### src/rtl/char_motion_ctrl_if.sv
// Button, collision and sprite-state bundle for one character.
// master: game logic side; slave: motion controller.
interface char_motion_ctrl_if;
  logic       vsync;
  logic       btn_left;
  logic       btn_right;
  logic       btn_jump;
  logic       blocked_left;
  logic       blocked_right;
  logic       blocked_up;
  logic       on_ground;
  logic       freeze;
  logic [9:0] img_x;
  logic [9:0] img_y;
  logic [2:0] frame_idx;
  logic       is_moving;
  logic       face_left;
  logic       in_air;
  logic       frame_tick;

  modport master (
    output vsync, btn_left, btn_right, btn_jump,
    output blocked_left, blocked_right, blocked_up,
    output on_ground, freeze,
    input  img_x, img_y, frame_idx, is_moving,
    input  face_left, in_air, frame_tick
  );

  modport slave (
    input  vsync, btn_left, btn_right, btn_jump,
    input  blocked_left, blocked_right, blocked_up,
    input  on_ground, freeze,
    output img_x, img_y, frame_idx, is_moving,
    output face_left, in_air, frame_tick
  );
endinterface

### src/rtl/char_motion_ctrl.sv
// Per-character motion and animation controller.
// Walks, jumps and animates once per video frame (vsync tick).
module char_motion_ctrl #(
  parameter int X_INIT      = 32,
  parameter int Y_INIT      = 320,
  parameter int X_MIN       = 0,
  parameter int X_MAX       = 608,
  parameter int Y_MAX       = 448,
  parameter int WALK_SPEED  = 2,
  parameter int JUMP_V      = 8,
  parameter int GRAVITY     = 1,
  parameter int MAX_FALL    = 8,
  parameter int ANIM_DIV    = 6,
  parameter int IDLE_FRAMES = 4,
  parameter int WALK_FRAMES = 6
) (
  input logic clk,
  input logic rst_n,
  char_motion_ctrl_if.slave bus
);

  localparam logic [0:0] GROUND = 1'b0;
  localparam logic [0:0] AIR    = 1'b1;

  localparam logic signed [10:0] XMIN_S = 11'(X_MIN);
  localparam logic signed [10:0] XMAX_S = 11'(X_MAX);
  localparam logic signed [10:0] YMAX_S = 11'(Y_MAX);
  localparam logic signed [10:0] WS_S   = 11'(WALK_SPEED);
  localparam logic signed [10:0] JV_S   = 11'(JUMP_V);
  localparam logic signed [10:0] HALF_T = 11'sd16;
  localparam logic signed [5:0]  VJ0    = 6'(GRAVITY - JUMP_V);
  localparam logic signed [5:0]  VG6    = 6'(GRAVITY);
  localparam logic signed [6:0]  VG7    = 7'(GRAVITY);
  localparam logic signed [6:0]  VMAX7  = 7'(MAX_FALL);
  localparam logic [3:0] AD_LAST = 4'(ANIM_DIV - 1);
  localparam logic [2:0] WF_LAST = 3'(WALK_FRAMES - 1);
  localparam logic [2:0] IF_LAST = 3'(IDLE_FRAMES - 1);

  logic s1, s2, s3, tick;

  logic [9:0]        x, y, x_n, y_n;
  logic signed [5:0] vy, vy_n;
  logic [0:0]        state, st_n;
  logic              armed, armed_n;
  logic              face, face_n;
  logic              mov, mov_n;
  logic [3:0]        cnt, cnt_n;
  logic [2:0]        frame, frame_n, lim;

  logic              dir_l, dir_r;
  logic signed [10:0] xs, ye, ys, yl;
  logic signed [5:0]  vb, vc;
  logic signed [6:0]  vg;

  // vsync is asynchronous: two sync flops, then an edge flop
  always_ff @(posedge clk or negedge rst_n) begin
    if (!rst_n) begin
      s1 <= 1'b0;
      s2 <= 1'b0;
      s3 <= 1'b0;
    end else begin
      s1 <= bus.vsync;
      s2 <= s1;
      s3 <= s2;
    end
  end

  assign tick = s2 & ~s3;

  always_comb begin
    dir_l  = bus.btn_left & ~bus.btn_right;
    dir_r  = bus.btn_right & ~bus.btn_left;
    mov_n  = (dir_l & ~bus.blocked_left)
           | (dir_r & ~bus.blocked_right);
    face_n = face;
    if (dir_l)
      face_n = 1'b1;
    else if (dir_r)
      face_n = 1'b0;
    xs = {1'b0, x};
    if (mov_n & dir_r)
      xs = xs + WS_S;
    else if (mov_n)
      xs = xs - WS_S;
    if (xs < XMIN_S)
      xs = XMIN_S;
    else if (xs > XMAX_S)
      xs = XMAX_S;
    x_n = xs[9:0];
  end

  always_comb begin
    y_n     = y;
    vy_n    = vy;
    st_n    = state;
    armed_n = armed;
    ye      = {1'b0, y};
    ys      = ye;
    yl      = ye + HALF_T;
    vb      = vy;
    vc      = vy;
    vg      = '0;
    unique case (1'b1)
      (state == GROUND): begin
        if (bus.btn_jump & armed & ~bus.blocked_up) begin
          ys = ye - JV_S;
          if (ys[10])
            ys = '0;
          y_n     = ys[9:0];
          vy_n    = VJ0;
          armed_n = 1'b0;
          st_n    = AIR;
        end else if (!bus.on_ground) begin
          vy_n = VG6;
          st_n = AIR;
        end
      end
      (state == AIR): begin
        if (bus.blocked_up && vy[5])
          vb = '0;
        if (!vb[5] && bus.on_ground) begin
          // snap feet to the nearest 32-pixel tile row
          st_n = GROUND;
          vy_n = '0;
          y_n  = {yl[9:5], 5'd0};
        end else begin
          ys = ye + {{5{vb[5]}}, vb};
          vc = vb;
          if (ys[10]) begin
            ys = '0;
            vc = '0;
          end
          vg = {vc[5], vc} + VG7;
          if (vg > VMAX7)
            vg = VMAX7;
          if (ys > YMAX_S) begin
            y_n  = YMAX_S[9:0];
            vy_n = '0;
            st_n = GROUND;
          end else begin
            y_n  = ys[9:0];
            vy_n = vg[5:0];
          end
        end
      end
      default: ;
    endcase
    if (!bus.btn_jump)
      armed_n = 1'b1;
  end

  always_comb begin
    lim     = mov_n ? WF_LAST : IF_LAST;
    cnt_n   = cnt;
    frame_n = frame;
    if (mov_n != mov) begin
      cnt_n   = '0;
      frame_n = '0;
    end else if (cnt == AD_LAST) begin
      cnt_n   = '0;
      frame_n = (frame >= lim) ? 3'd0 : frame + 3'd1;
    end else begin
      cnt_n = cnt + 4'd1;
    end
  end

  always_ff @(posedge clk or negedge rst_n) begin
    if (!rst_n) begin
      x     <= 10'(X_INIT);
      y     <= 10'(Y_INIT);
      vy    <= '0;
      state <= GROUND;
      armed <= 1'b1;
      face  <= 1'b0;
      mov   <= 1'b0;
      cnt   <= '0;
      frame <= '0;
    end else if (tick & ~bus.freeze) begin
      x     <= x_n;
      y     <= y_n;
      vy    <= vy_n;
      state <= st_n;
      armed <= armed_n;
      face  <= face_n;
      mov   <= mov_n;
      cnt   <= cnt_n;
      frame <= frame_n;
    end
  end

  assign bus.img_x      = x;
  assign bus.img_y      = y;
  assign bus.frame_idx  = frame;
  assign bus.is_moving  = mov;
  assign bus.face_left  = face;
  assign bus.in_air     = (state == AIR);
  assign bus.frame_tick = tick;

endmodule
### src/flat_wrapper.sv
// flat-port wrapper written by rule: the top's interface ports become plain ports
module char_motion_ctrl_flat 
#(
  parameter int X_INIT      = 32,
  parameter int Y_INIT      = 320,
  parameter int X_MIN       = 0,
  parameter int X_MAX       = 608,
  parameter int Y_MAX       = 448,
  parameter int WALK_SPEED  = 2,
  parameter int JUMP_V      = 8,
  parameter int GRAVITY     = 1,
  parameter int MAX_FALL    = 8,
  parameter int ANIM_DIV    = 6,
  parameter int IDLE_FRAMES = 4,
  parameter int WALK_FRAMES = 6
)
  (clk, rst_n, bus_vsync, bus_btn_left, bus_btn_right, bus_btn_jump, bus_blocked_left, bus_blocked_right, bus_blocked_up, bus_on_ground, bus_freeze, bus_img_x, bus_img_y, bus_frame_idx, bus_is_moving, bus_face_left, bus_in_air, bus_frame_tick);
  char_motion_ctrl_if bus_i ();
  input logic clk;
  input logic rst_n;
  input wire logic [$bits(bus_i.vsync)-1:0] bus_vsync;
  input wire logic [$bits(bus_i.btn_left)-1:0] bus_btn_left;
  input wire logic [$bits(bus_i.btn_right)-1:0] bus_btn_right;
  input wire logic [$bits(bus_i.btn_jump)-1:0] bus_btn_jump;
  input wire logic [$bits(bus_i.blocked_left)-1:0] bus_blocked_left;
  input wire logic [$bits(bus_i.blocked_right)-1:0] bus_blocked_right;
  input wire logic [$bits(bus_i.blocked_up)-1:0] bus_blocked_up;
  input wire logic [$bits(bus_i.on_ground)-1:0] bus_on_ground;
  input wire logic [$bits(bus_i.freeze)-1:0] bus_freeze;
  output wire logic [$bits(bus_i.img_x)-1:0] bus_img_x;
  output wire logic [$bits(bus_i.img_y)-1:0] bus_img_y;
  output wire logic [$bits(bus_i.frame_idx)-1:0] bus_frame_idx;
  output wire logic [$bits(bus_i.is_moving)-1:0] bus_is_moving;
  output wire logic [$bits(bus_i.face_left)-1:0] bus_face_left;
  output wire logic [$bits(bus_i.in_air)-1:0] bus_in_air;
  output wire logic [$bits(bus_i.frame_tick)-1:0] bus_frame_tick;
  assign bus_i.vsync = bus_vsync;
  assign bus_i.btn_left = bus_btn_left;
  assign bus_i.btn_right = bus_btn_right;
  assign bus_i.btn_jump = bus_btn_jump;
  assign bus_i.blocked_left = bus_blocked_left;
  assign bus_i.blocked_right = bus_blocked_right;
  assign bus_i.blocked_up = bus_blocked_up;
  assign bus_i.on_ground = bus_on_ground;
  assign bus_i.freeze = bus_freeze;
  assign bus_img_x = bus_i.img_x;
  assign bus_img_y = bus_i.img_y;
  assign bus_frame_idx = bus_i.frame_idx;
  assign bus_is_moving = bus_i.is_moving;
  assign bus_face_left = bus_i.face_left;
  assign bus_in_air = bus_i.in_air;
  assign bus_frame_tick = bus_i.frame_tick;
  char_motion_ctrl #(.X_INIT(X_INIT), .Y_INIT(Y_INIT), .X_MIN(X_MIN), .X_MAX(X_MAX), .Y_MAX(Y_MAX), .WALK_SPEED(WALK_SPEED), .JUMP_V(JUMP_V), .GRAVITY(GRAVITY), .MAX_FALL(MAX_FALL), .ANIM_DIV(ANIM_DIV), .IDLE_FRAMES(IDLE_FRAMES), .WALK_FRAMES(WALK_FRAMES)) u_core (.clk(clk), .rst_n(rst_n), .bus(bus_i));
endmodule
### config.mk
export PLATFORM = sky130hd
export DESIGN_NAME = char_motion_ctrl_flat
export DESIGN_NICKNAME = d
export VERILOG_FILES = /design/src/rtl/char_motion_ctrl_if.sv /design/src/rtl/char_motion_ctrl.sv /design/src/flat_wrapper.sv
export SDC_FILE = /design/constraint.sdc
export NUM_CORES = 1
export LEC_CHECK = 0
export CAP_MARGIN = 20
export CORE_ASPECT_RATIO = 1.4
export CORE_MARGIN = 2
export CORE_UTILIZATION = 35
export CTS_CLUSTER_SIZE = 14
export DETAILED_ROUTE_END_ITERATION = 7
export GPL_TIMING_DRIVEN = 1
export PLACE_DENSITY = 0.6
export SYNTH_ARGS = -nofsm -noshare
export SYNTH_HDL_FRONTEND = slang
export SYNTH_SLANG_ARGS = --single-unit
### constraint.sdc
create_clock -name clk -period 7.05 [get_ports clk]
set_input_delay 1.41 -clock clk [delete_from_list [all_inputs] [get_ports clk]]
set_output_delay 1.41 -clock clk [all_outputs]
set_load 0.02 [all_outputs]
; ---- Word level (Yosys, flattened, before mapping)
; Cells that the tools add are included.
[totals]
n_memories = 0
inputBits = 11
word_cells = 98
output_inout_bits = 27
latchBits = 0
rom_bits = 0
ramBits = 0
regBits = 40
[classes]
n_lt_le_gt_ge = 5
div = 0
bitwise_logic = 18
n_addsub = 8
mux = 39
n_eq_ne = 6
n_reduce_logical = 10
shift = 0
multipliers = 0
[ops]
columns = operator, n
row1 = two-way mux 10 bit, 7
row2 = two-way mux 6 bit, 10
row3 = two-way mux 11 bit, 4
row4 = case mux 10 bit (2 select lines), 1
row5 = two-way mux 3 bit, 4
row6 = case mux 6 bit (2 select lines), 1
row7 = adder 10 x 11 -> 11 bit, 1
row8 = adder 10 x 2 -> 11 bit (second input constant), 1
row9 = > comparator 11 x 10 -> 1 bit (second input constant), 1
row10 = > comparator 11 bit (second input constant), 1
row11 = < comparator 11 x 1 -> 1 bit (second input constant), 1
row12 = subtractor 10 x 2 -> 11 bit (second input constant), 1
row13 = subtractor 10 x 4 -> 11 bit (second input constant), 1
row14 = adder 10 x 5 -> 10 bit (second input constant), 1
row15 = AND 1 bit, 9
row16 = two-way mux 1 bit, 9
row17 = two-way mux 4 bit, 2
row18 = NOT 1 bit, 8
row19 = AND reduction 2 bit, 4
row20 = adder 6 x 2 -> 7 bit (second input constant), 1
row21 = > comparator 7 x 5 -> 1 bit (second input constant), 1
row22 = adder 4 x 1 -> 4 bit (second input constant), 1
row23 = equality test 4 x 3 -> 1 bit (second input constant), 1
row24 = != test 2 bit (second input constant), 2
row25 = other kinds (11), 13

; ---- Logic depth before layout (Yosys ltp)
; Gate-level depths: netlist (run 1).
[logic_depth]
depth_word = 13
ltp_mapped = 21
ltp_nobuf = 21

; ---- Worst setup path after synthesis (run 1)
; No wires, ideal clock.
[synth_path]
path_type = input -> register
start = in bus_blocked_up
end = reg u_core.vy[5]
required_ps = 6963
cell_stages = 20
setup_slack_ps = 1940
path_buffers = 2
arrival_time_ps = 5023
setup_ps = 87
cell_sequence = nand2_1 -> and2_1 -> ha_1 -> inv_1 -> fa_1 -> nand2b_1 -> a21o_1 -> a32oi_1 -> a21o_1 -> a21o_1 -> ha_1 -> clkbuf_1 -> clkbuf_1 -> nor2_1 -> ha_1 -> and3_1 -> and3_1 -> nand2b_1 -> or3b_2 -> o22ai_1
[synth_via]
elab_chain_len = 13
elab_cells_between_ends = 24
classes_between = add/sub: 2 / order compare: 2 / eq/ne: 1 / mux: 13 / bitwise: 2 / reduce/logical: 4
[synth_rtl]
columns = element, line_no
row1 = "start, declared", flat_wrapper.sv:27  ; input wire logic [$bits(bus_i.blocked_up)-1:0] bus_blocked_up;
row2 = logical AND 1 bit, char_motion_ctrl.sv:119  ; if (bus.blocked_up && vy[5])
row3 = two-way mux 6 bit, char_motion_ctrl.sv:119
row4 = two-way mux 6 bit, char_motion_ctrl.sv:103  ; unique case (1'b1)
row5 = adder 10 x 11 -> 11 bit, char_motion_ctrl.sv:127  ; ys = ye + {{5{vb[5]}}, vb};
row6 = two-way mux 6 bit, char_motion_ctrl.sv:129  ; if (ys[10]) begin
row7 = two-way mux 6 bit, char_motion_ctrl.sv:121  ; if (!vb[5] && bus.on_ground) begin
row8 = two-way mux 6 bit, char_motion_ctrl.sv:103
row9 = adder 6 x 2 -> 7 bit, char_motion_ctrl.sv:133  ; vg = {vc[5], vc} + VG7;
row10 = > comparator 7 x 5 -> 1 bit, char_motion_ctrl.sv:134  ; if (vg > VMAX7)
row11 = two-way mux 6 bit, char_motion_ctrl.sv:134
row12 = two-way mux 6 bit, char_motion_ctrl.sv:136  ; if (ys > YMAX_S) begin
row13 = two-way mux 6 bit, char_motion_ctrl.sv:121
row14 = case mux 6 bit (2 select lines), char_motion_ctrl.sv:103
row15 = "end signal, assigned", char_motion_ctrl.sv:181  ; vy <= vy_n;
row16 = "end, declared", char_motion_ctrl.sv:42  ; logic signed [5:0] vy, vy_n;
; Several ways; a longest one is shown, not always the timed one. The select of a mux whose other input is x is not followed.
; A chain may end at the register's enable or synchronous reset.

; ---- Worst setup path in the final report (run 1)
; Same ends and word-level chain as after synthesis.

==> results by group, run 1 <==
Power and ir drop
  – Net Sw Frac: 0.471
  – Worst ir drop on vdd: ~0.15 mV
  – Flop pwr share: 0.282
  – Power Density: 419 nW/µm²
  – Clock share of power: 0.164
  – Internal power component: 0.860 mW
  – Combinational power share: 0.553
  – Leak: 1.58 nW
  – Switching pwr: 0.767 mW

GRT
  – Initial antenna violation count: 0
  – Grt ovf: 0
  – Number of global-route vias before repair: 3097
  – Pin count of the biggest net entering global routing: 40
  – GRT Util Overall: 0.180
  – First-pass GRT wire length: 14700 µm

Yosys
  – Asr flop ratio synth: 1.00
  – Part of the Yosys area used for sequential elements: 0.294
  – Synth Flop Type: dfrtp_1
  – Seq cells post-synth: 39
  – Post-synth top area share: 0.262
  – Synthesized area: 3340 µm²
  – Syn Inst Count: 395
  – Synth cell types: 73
  – Mean Syn Cell Area: 8.45 µm²
  – EDFF count, synth: 0
  – Top cells by count, synth: nand2_1, dfrtp_1, nor2_1, ha_1
  – Most common cell in the netlist: nand2_1
  – Syn. warnings: 0
  – Syn nets: ~430
  – Top cells by area, synth: dfrtp_1, ha_1, nand2_1
  – Synth area leader: dfrtp_1

Timing
  – Headroom to the max-slew limit: 0.379
  – Period utilization: 0.836
  – RSZ-0062 raised after global routing: false
  – Final hold violations: 0
  – Setup Viol. Count Final: 0
  – Setup TNS: 0 ns
  – Achievable Freq: 0.170 GHz
  – Worst setup margin: 1.16 ns
  – Worst Max-Slew Pin Slew: 0.931 ns
  – Hold slack: 0.354 ns
  – Tmin final: 5.89 ns
  – Clock Skew: 0.00733 ns
  – Max Slew Vio Count: 0

Worst setup path
  – WP data required: 7.25 ns
  – Worst Setup Path Type: input port to flop
  – Crit start category: input port
  – CP Cell Sequence: clkdlybuf4s50_1 > nor2b_1 > ha_1 > o21a_1 > o21ai_0 > a32oi_1 > a21o_1 > a21o_1 > ha_1 > a21oi_1 > nand2_1 > inv_1 > ha_1 > and3_1 > and3_1 > nand2b_1 > or3b_2 > o22ai_1
  – RR Startpoint: u_core.vy[5]
  – R2R Setup Slk: 2.40 ns
  – Crit end category: flop
  – Slowest cell delay on critical path: 0.69 ns
  – CP dominant cell by count: ha_1
  – RR Endpoint: u_core.vy[5]
  – Critical path's slowest cell: ha_1
  – Largest delay share family, worst path: simple AND/OR/NAND/NOR gates
  – CP bufs+invs: 2
  – R2R cell count: 17
  – Crit path max fanout: 21
  – WP data arrival: slightly above 6 ns

Hold path
  – Min-delay src: u_core.s1
  – Hold Crit Class: flop to flop
  – Hold path endpoint: u_core.s2
  – Hold Path Stages: 0

Routing
  – Antenna Violating Nets Remaining: 0
  – Initial DRC count: just over 90
  – First-pass detailed-route iteration total: 4
  – DRC Markers: 0
  – Via/cell ratio: 5.76
  – Vias: 3052
  – Final WL: 8810 µm
  – Wire length per cell: 16.6 µm

Clocking
  – CTS tree: built
  – Clock transition at path regs: 0.07 ns
  – Resize count post-CTS: 0
  – Clock Sinks: 39
  – H-tree levels: 2
  – Hold buffers post-CTS: 0
  – Clock Root Buffer: clkbuf_16
  – Clk buf depth: 2
  – Clock latency on the worst-skew pair: 0.29 ns
  – TritonCTS Buffers: 5
  – Buffer count from post-CTS setup fixing: 0

Status
  – Status: complete, no violations

Floorplanning
  – Row count: 42
  – Initial core utilization: 0.357
  – Core Region: 9350 µm²
  – Die Height: 120 µm
  – Die Span X: between 80 and 90 µm
  – Top-level port count: 38
  – Die area: 10300 µm²

Finish
  – # diodes: 0
  – Layout Nets: roughly 460
  – Share of cells above drive strength 1: 0.0786
  – Area Growth Syn to Fin: 16.4%
  – Sequential cell area: 981 µm²
  – Layout Utilization: 0.416
  – # fillers: 949
  – Footprint of the multi-input gates: 2150 µm²

Place
  – Buffers on Ports: 36
  – Pre-CTS WS: 0.912 ns
  – Detailed Place HPWL: 6710 µm
  – GP Congestion: 0.897

Flow run
  – Max cap viols: 0
through the flow:
step                total power [mW]  instances  instance area [µm²]
finish                          1.63        530                 3890
global route                    1.76        530                 3890
CTS                             1.64        530                 3890
detailed placement              1.36        522                 3720
global placement                1.36        522                 3720
floorplan                       1.08        395                 3340
worst max path at each step:
stage,from,endpoint,slack (ns),depth (start not counted)
finish,bus_blocked_up,u_core.vy[5],1.16,18
global route,bus_blocked_up,u_core.vy[1],0.76,21
CTS,bus_blocked_up,u_core.vy[5],1.19,18
detailed placement,bus_blocked_up,u_core.vy[5],0.91,18
global placement,bus_blocked_up,u_core.vy[5],1.02,21
floorplan,bus_blocked_up,u_core.vy[5],1.94,20
cell families after synthesis:
family | Yosys count | share of synthesized area
fa+ha+maj | 26 | 0.0997
simple gates | 149 | 0.233
other cells | 1 | 0.00112
xor+xnor | 17 | 0.0491
flops | 39 | 0.294
buf+inv | 42 | 0.0618
mux | 6 | 0.0191
compound gates | 115 | 0.242
power by group through the flow:
stage	clock network (mW)	registers [mW]	logic, mW
after floorplan	0	0.446	0.630
after detailed placement	0	0.462	0.900
after global placement	0	0.462	0.896
after CTS	0.275	0.459	0.904
final	0.268	0.459	0.901
after global routing	0.285	0.477	0.997
cell usage in the layout, fill, tap and decap left out, types with 4 or more instances in the layout:
cell / Yosys / layout
o31ai_1: 6 / 6
and3_1: 5 / 5
ha_1: 25 / 25
clkdlybuf4s50_1: 0 / 35
and2_1: 6 / 6
nand4_1: 8 / 8
nand3_1: 12 / 12
a21o_1: 7 / 7
nor2_1: 30 / 30
nand2b_1: 8 / 8
xnor2_1: 10 / 10
nand2_1: 36 / 36
nor3_1: 14 / 14
inv_1: 22 / 22
o21a_1: 4 / 4
nor2b_1: 13 / 13
o21ai_0: 22 / 22
xor2_1: 5 / 5
a31oi_1: 5 / 5
dfstp_2: 4 / 4
a21oi_1: 20 / 20
clkbuf_16: 0 / 5
o21ai_1: 8 / 8
a22oi_1: 4 / 4
dfrtp_1: 35 / 35
per-layer routing:
metal  wire length, µm  part of all wire  vias to the layer above  global-route usage
li1                  -                 -                     1488                   -
met1              3580              0.41                     1472               0.198
met2              4660              0.53                       70               0.327
met3               285             0.032                       22              0.0309
met4               284             0.032                        0              0.0859
met5                 0                 0                        -                   0
layout make-up:
class | instances | share of cell area
Inverter | 22 | 0.0212
Multi-Input combinational cell | 314 | 0.554
Timing Repair Buffer | 37 | 0.0933
Tap cell | 110 | 0.0354
Clock inverter | 3 | 0.0119
Clock buffer | 5 | 0.0322
Sequential cell | 39 | 0.252
flip-flops by register name, summed over array words and instances (netlist names):
| signal | flops |
|---|---|
| u_core.bus.img_x | 9 |
| u_core.s1 | 1 |
| u_core.s2 | 1 |
| u_core.bus.face_left | 1 |
| u_core.vy | 6 |
| u_core.bus.frame_idx | 3 |
| u_core.armed | 1 |
| u_core.bus.in_air | 1 |
| u_core.s3 | 1 |
| u_core.bus.img_y | 10 |
| u_core.bus.is_moving | 1 |
| u_core.cnt | 4 |
No activity file was read; power rests on OpenSTA's default activity.
==> inputs of run 2 (changes only) <==
--- a/config.mk
+++ b/config.mk
@@ -12,7 +12,7 @@
 export CTS_CLUSTER_SIZE = 14
 export DETAILED_ROUTE_END_ITERATION = 7
 export GPL_TIMING_DRIVEN = 1
-export PLACE_DENSITY = 0.6
+export PLACE_DENSITY = 0.62
 export SYNTH_ARGS = -nofsm -noshare
 export SYNTH_HDL_FRONTEND = slang
 export SYNTH_SLANG_ARGS = --single-unit
==> constraint.sdc (replaced) <==
create_clock -name clk -period 4.85 [get_ports clk]
set_input_delay 0.97 -clock clk [delete_from_list [all_inputs] [get_ports clk]]
set_output_delay 0.97 -clock clk [all_outputs]
set_load 0.02 [all_outputs]
==> results by group, run 2 (same netlist as run 1, synthesis figures left out) <==
Place
  – Pre-CTS WS: -0.110 ns (-1.02 ns)
  – Buffers on Ports: 36 (unchanged)
  – Detailed Place HPWL: 6540 µm (-2.5%)
  – GP Congestion: 0.867 (-3.4%)

Finish
  – Layout Utilization: 0.441 (+0.0251)
  – Share of cells above drive strength 1: 0.153 (+0.0742)
  – # diodes: 0 (unchanged)
  – Leading cell types in the layout, fill and taps excluded: nand2_1, clkdlybuf4s50_1, dfrtp_1
  – Layout Nets: 481 (+5.5%)
  – # fillers: 924 (-2.6%)
  – Sequential cell area: 981 µm² (unchanged)
  – Footprint of the multi-input gates: 2200 µm² (+2.4%)
  – Area Growth Syn to Fin: 23.5%
  – Max reg flops: 10 (unchanged)

Timing
  – Period utilization: 0.946
  – Tmin final: around 4.6 ns
  – Final hold violations: 0 (unchanged)
  – Setup Viol. Count Final: 0 (unchanged)
  – Setup TNS: 0 ns (unchanged)
  – Worst setup margin: 0.261 ns (-0.898 ns)
  – Hold slack: 0.353 ns (-0.00166 ns)
  – RSZ-0062 raised after global routing: false
  – Clock Skew: 0.0124 ns (+0.00507 ns)
  – Max Slew Vio Count: 0 (unchanged)
  – Achievable Freq: 0.218 GHz
  – Headroom to the max-slew limit: 0.361 (-0.0176)
  – Worst Max-Slew Pin Slew: 0.958 ns (+0.0265 ns)

Worst setup path
  – WP data required: 5.05 ns (-2.20 ns)
  – Crit end category: flop
  – CP bufs+invs: 3 (+1)
  – Critical path origin: bus_blocked_up
  – CP dominant cell by count: a21o_1
  – RR Startpoint: u_core.vy[5]
  – CP Cell Sequence: clkdlybuf4s50_1 > nand2_2 > and2_1 > ha_1 > inv_1 > fa_1 > nand2b_4 > a21o_1 > a32oi_2 > a21o_1 > a21o_1 > ha_2 > a21oi_2 > nand2_1 > inv_1 > ha_2 > and3_1 > and3_1 > o21ai_0 > o21a_2 > o32ai_2
  – WP data arrival: 4.78 ns (-1.31 ns)
  – Critical path's slowest cell: clkdlybuf4s50_1
  – Crit start category: input port
  – Largest delay share family, worst path: compound AO/OA/AOI/OAI gates
  – Crit path max fanout: 5 (-76%)
  – Worst Setup Path Type: input port to flop
  – Slowest cell delay on critical path: 0.44 ns (-0.25 ns)

GRT
  – Pin count of the biggest net entering global routing: 40 (unchanged)
  – Initial antenna violation count: 0 (unchanged)
  – GRT met1 Usage: 0.217 (+0.0186)
  – Grt ovf: 0 (unchanged)
  – M3 GR Usage: 0.0248 (-0.00619)
  – Number of global-route vias before repair: 3083 (-0.45%)
  – First-pass GRT wire length: 14900 µm (+1.4%)
  – Gr busiest metal: met2
  – GRT Util Overall: 0.179 (-0.00110)
  – Met2 Use GR: 0.315 (-0.0120)

Flow run
  – Max cap viols: 0 (unchanged)

Power and ir drop
  – Total power: 2.51 mW (+54%)
  – Worst ir drop on vdd: 0.219 mV (+45%)
  – Power Density: 609 nW/µm² (+45%)
  – Leak: 1.71 nW (+8.4%)

Clocking
  – Hold buffers post-CTS: 0 (unchanged)
  – Clk buf depth: 2 (unchanged)
  – H-tree levels: 2 (unchanged)
  – CTS tree: built
  – Clock Root Buffer: clkbuf_16
  – Clock Sinks: 39 (unchanged)
  – Clock latency on the worst-skew pair: 0.29 ns (about the same)
  – TritonCTS Buffers: 5 (unchanged)
  – Clock transition at path regs: 0.07 ns (about the same)

Routing
  – Wire length per cell: 16.0 µm (-3.8%)
  – Initial DRC count: 199 (+120%)
  – First-pass detailed-route iteration total: 4 (unchanged)
  – DRC Markers: 0 (unchanged)
  – Final WL: 8870 µm (+0.72%)
  – Vias: 3143 (+3.0%)
  – Via/cell ratio: 5.66 (-1.7%)
  – Antenna Violating Nets Remaining: 0 (unchanged)

Floorplanning
  – Initial core utilization: 0.357 (unchanged)
  – Core Region: 9350 µm² (unchanged)
  – Die area: 10300 µm² (unchanged)
  – Row count: 42 (unchanged)
  – Die Height: 120 µm (unchanged)
  – Top-level port count: 38 (unchanged)
  – Die Span X: 86.6 µm (unchanged)

Hold path
  – Min-delay src: u_core.s1
  – Hold Crit Class: flop to flop

Status
  – Status: complete, no violations
[run 2: changes by cell type in the layout (fill, tap and decap cells not counted), moves of 2 or more]
cell	delta
buf_4	+25
ha_1	-2
ha_2	+2
o32ai_1	-2
o32ai_2	+2
[run 2: per-layer routing]
metal | vias up | part of all wire | wire length, µm
met5 | - | 0 | 0
met4 | 0 | 0.019 | 165
met1 | 1520 | 0.43 | 3840
li1 | 1533 | - | -
met3 | 11 | 0.032 | 286
met2 | 79 | 0.52 | 4570
[run 2: per-stage QoR]
step | cell area [µm²] | instances
floorplan | 3340 | 395
global placement | 3890 | 545
detailed placement | 3890 | 545
CTS | 4060 | 553
global route | 4120 | 555
finish | 4120 | 555
[run 2: what timing repair did]
| item | 4_1_cts | 5_1_grt |
|---|---|---|
| endpoints found under the setup margin | 0 | 8 |
| setup buffers | 0 | 2 |
| gates resized for setup | 0 | 11 |
[run 2: layout make-up]
class,instances,area share
tap,110,0.0334
clock inverter,2,0.00910
multi-input combinational,314,0.535
sequential,39,0.238
timing repair buffer,62,0.134
clock buffer,6,0.0313
inverter,22,0.0200
[run 2: final timing paths]
path                            slack (ns)  cells past startpoint       endpoint
worst max-delay path                  0.26                     21   u_core.vy[1]
worst min-delay path                  0.35                      0      u_core.s2
worst max register to register        0.90                     20   u_core.vy[1]
worst min register to register        0.35                      0      u_core.s2
max in group asynchronous             3.41                      1  u_core.cnt[0]
min in group asynchronous             0.85                      1  u_core.cnt[3]
[run 2: power by group]
part	leakage (nW)	internal, mW	switching, mW
clock network	0.0771	0.243	0.137
logic	1.15	0.681	0.788
registers	0.488	0.444	0.217
total	1.71	1.37	1.14
[run 2: worst reg2reg max path, cell delays in order (launching register included)]
cell	delay [ns]
dfrtp_1	0.45
nand2_2	0.11
and2_1	0.13
ha_1	0.17
inv_1	0.06
fa_1	0.39
nand2b_4	0.16
a21o_1	0.21
a32oi_2	0.23
a21o_1	0.14
a21o_1	0.11
ha_2	0.30
a21oi_2	0.13
nand2_1	0.08
inv_1	0.06
ha_2	0.18
and3_1	0.17
and3_1	0.17
o21ai_0	0.10
o21a_2	0.25
o32ai_2	0.24
==> inputs of run 3 (changes only) <==
--- a/config.mk
+++ b/config.mk
@@ -8,11 +8,11 @@
 export CAP_MARGIN = 20
 export CORE_ASPECT_RATIO = 1.4
 export CORE_MARGIN = 2
-export CORE_UTILIZATION = 35
+export CORE_UTILIZATION = 27
 export CTS_CLUSTER_SIZE = 14
 export DETAILED_ROUTE_END_ITERATION = 7
 export GPL_TIMING_DRIVEN = 1
-export PLACE_DENSITY = 0.62
+export PLACE_DENSITY = 0.52
 export SYNTH_ARGS = -nofsm -noshare
 export SYNTH_HDL_FRONTEND = slang
 export SYNTH_SLANG_ARGS = --single-unit
==> results by group, run 3 (same netlist as run 1, synthesis figures left out) <==
GRT
  – First-pass GRT wire length: 15100 µm (+1.9%)
  – Grt ovf: 0 (unchanged)
  – Initial antenna violation count: 0 (unchanged)
  – Pin count of the biggest net entering global routing: 40 (unchanged)
  – GRT Util Overall: 0.142 (-0.0374)
  – Number of global-route vias before repair: 3025 (-1.9%)

Clocking
  – Clk buf depth: 2 (unchanged)
  – Clock Root Buffer: clkbuf_16
  – Clock latency on the worst-skew pair: 0.29 ns (about the same)
  – TritonCTS Buffers: 5 (unchanged)
  – Hold buffers post-CTS: 0 (unchanged)
  – Clock transition at path regs: 0.06 ns (about the same)
  – CTS tree: built
  – H-tree levels: 2 (unchanged)
  – Clock Sinks: 39 (unchanged)

Finish
  – Footprint of the multi-input gates: 2180 µm² (-1.2%)
  – Share of cells above drive strength 1: 0.145 (-0.00740)
  – Area Growth Syn to Fin: 24.4%
  – Max reg flops: 10 (unchanged)
  – Finished Layout Cells: 597 (+7.6%)
  – # diodes: 0 (unchanged)
  – Leading cell types in the layout, fill and taps excluded: nand2_1, clkdlybuf4s50_1, dfrtp_1
  – Layout Nets: 483 (+0.42%)
  – Sequential cell area: 981 µm² (unchanged)
  – # fillers: 1285 (+39%)
  – Post-Layout Inst Area: 4150 µm² (+0.73%)

Routing
  – Vias: 3168 (+0.80%)
  – Final WL: 9200 µm (+3.7%)
  – Wire length per cell: 15.4 µm (-3.6%)
  – Initial DRC count: 104 (-48%)
  – Antenna Violating Nets Remaining: 0 (unchanged)
  – Via/cell ratio: 5.31 (-6.3%)
  – First-pass detailed-route iteration total: 4 (unchanged)
  – DRC Markers: 0 (unchanged)

Power and ir drop
  – Total power: 2.47 mW (-1.6%)
  – Leak: 1.70 nW (-0.53%)
  – Worst ir drop on vdd: 0.176 mV (-20%)
  – Power Density: 595 nW/µm² (-2.3%)

Floorplanning
  – Initial core utilization: 0.274 (-0.0831)
  – Top-level port count: 38 (unchanged)
  – Die Span X: 98.0 µm (+13%)
  – Row count: 48 (+14%)
  – Die Height: 136 µm (+13%)
  – Die area: 13300 µm² (+28%)
  – Core Region: 12200 µm² (+30%)

Worst setup path
  – WP data arrival: 4.84 ns (+0.06 ns)
  – R2R cell count: 20 (unchanged)
  – Slowest cell delay on critical path: 0.50 ns (+0.06 ns)
  – Crit start category: input port
  – CP Cell Sequence: clkdlybuf4s50_1 > buf_4 > nor2b_1 > buf_4 > ha_1 > o21a_1 > o21ai_0 > a32oi_2 > a21o_1 > a21o_1 > ha_1 > a21oi_2 > nand2_1 > inv_1 > ha_1 > and3_1 > and3_1 > nand2b_1 > or3b_2 > o22ai_1
  – Crit end category: flop
  – Crit path max fanout: 6 (+1)
  – WP data required: 5.06 ns (about the same)
  – Critical path's slowest cell: clkdlybuf4s50_1
  – R2R Setup Slk: 0.87 ns (-0.03 ns)
  – RR Endpoint: u_core.vy[5]
  – Worst Setup Path Type: input port to flop
  – CP dominant cell by count: ha_1
  – RR Startpoint: u_core.vy[5]

Place
  – Buffers on Ports: 36 (unchanged)
  – GP Congestion: 0.806 (-7.0%)
  – Area of placed instances: 3970 µm² (+2.2%)
  – Detailed Place HPWL: 6980 µm (+6.7%)
  – Placed Instances: 588 (+7.9%)

Timing
  – Headroom to the max-slew limit: 0.379 (+0.0179)
  – Max Slew Vio Count: 0 (unchanged)
  – Setup TNS: 0 ns (unchanged)
  – Period utilization: 0.954 (+0.00753)
  – Final hold violations: 0 (unchanged)
  – Tmin final: 4.63 ns (+0.0365 ns)
  – Setup Viol. Count Final: 0 (unchanged)
  – Clock Skew: 0.00687 ns (-0.00552 ns)
  – Hold slack: 0.360 ns (+0.00714 ns)
  – Achievable Freq: 0.216 GHz (-0.79%)
  – Worst Max-Slew Pin Slew: 0.931 ns (-0.0269 ns)

Hold path
  – Min-delay src: u_core.s1
  – Hold Path Stages: 0 (unchanged)
  – Hold Crit Class: flop to flop
  – Hold path endpoint: u_core.s2

Flow run
  – Max cap viols: 0 (unchanged)

Status
  – Status: complete, no violations
run 3: area by class of cell:
class	instances	area share
clock buffer	5	0.0301
clock inverter	3	0.00482
inverter	22	0.0199
multi-input combinational	314	0.525
sequential	39	0.236
tap	150	0.0452
timing repair buffer	64	0.139
run 3: how the worst max path moves through the flow:
stage	cells after the start	from	end	slack [ns]
3_3_place_gp	21	bus_blocked_up	u_core.vy[5]	-0.002
5_1_grt	21	bus_blocked_up	u_core.vy[1]	-0.006
2_1_floorplan	20	bus_blocked_up	u_core.vy[5]	0.18
6_report	20	bus_blocked_up	u_core.vy[5]	0.22
4_1_cts	21	bus_blocked_up	u_core.vy[1]	0.17
3_5_place_dp	21	bus_blocked_up	u_core.vy[2]	-0.13
run 3: through the flow:
| stage | util | worst slack [ns] |
|---|---|---|
| after floorplan | - | 0.180 |
| final | 0.341 | 0.225 |
| after detailed placement | 0.326 | -0.127 |
| after CTS | 0.338 | 0.173 |
| after global routing | 0.341 | -0.00566 |
| after global placement | 0.326 | -0.00192 |
run 3: report_power, final:
group          switching, mW  internal [mW]  total [mW]
clock                  0.144          0.190       0.334
combinational          0.788          0.688        1.48
sequential             0.217          0.444       0.661
run 3: timing repair:
action,in CTS,in global routing
setup buffers,0,1
resized for setup,0,5
endpoints found under the setup margin,0,5
run 3: routing by layer:
metal	track usage	vias up	share of wire
met5	0	-	0
met4	0.0463	0	0.015
met3	0.0201	9	0.041
met2	0.263	77	0.53
met1	0.166	1528	0.42
li1	-	1554	-
run 3: critical path, delay by kind of cell:
family	cells	cell delay (ns)
AND/OR/NAND/NOR	6	1.13
AO/OA/AOI/OAI	7	1.03
adder cells (fa/ha/maj)	3	0.85
buffers and inverters	4	0.84
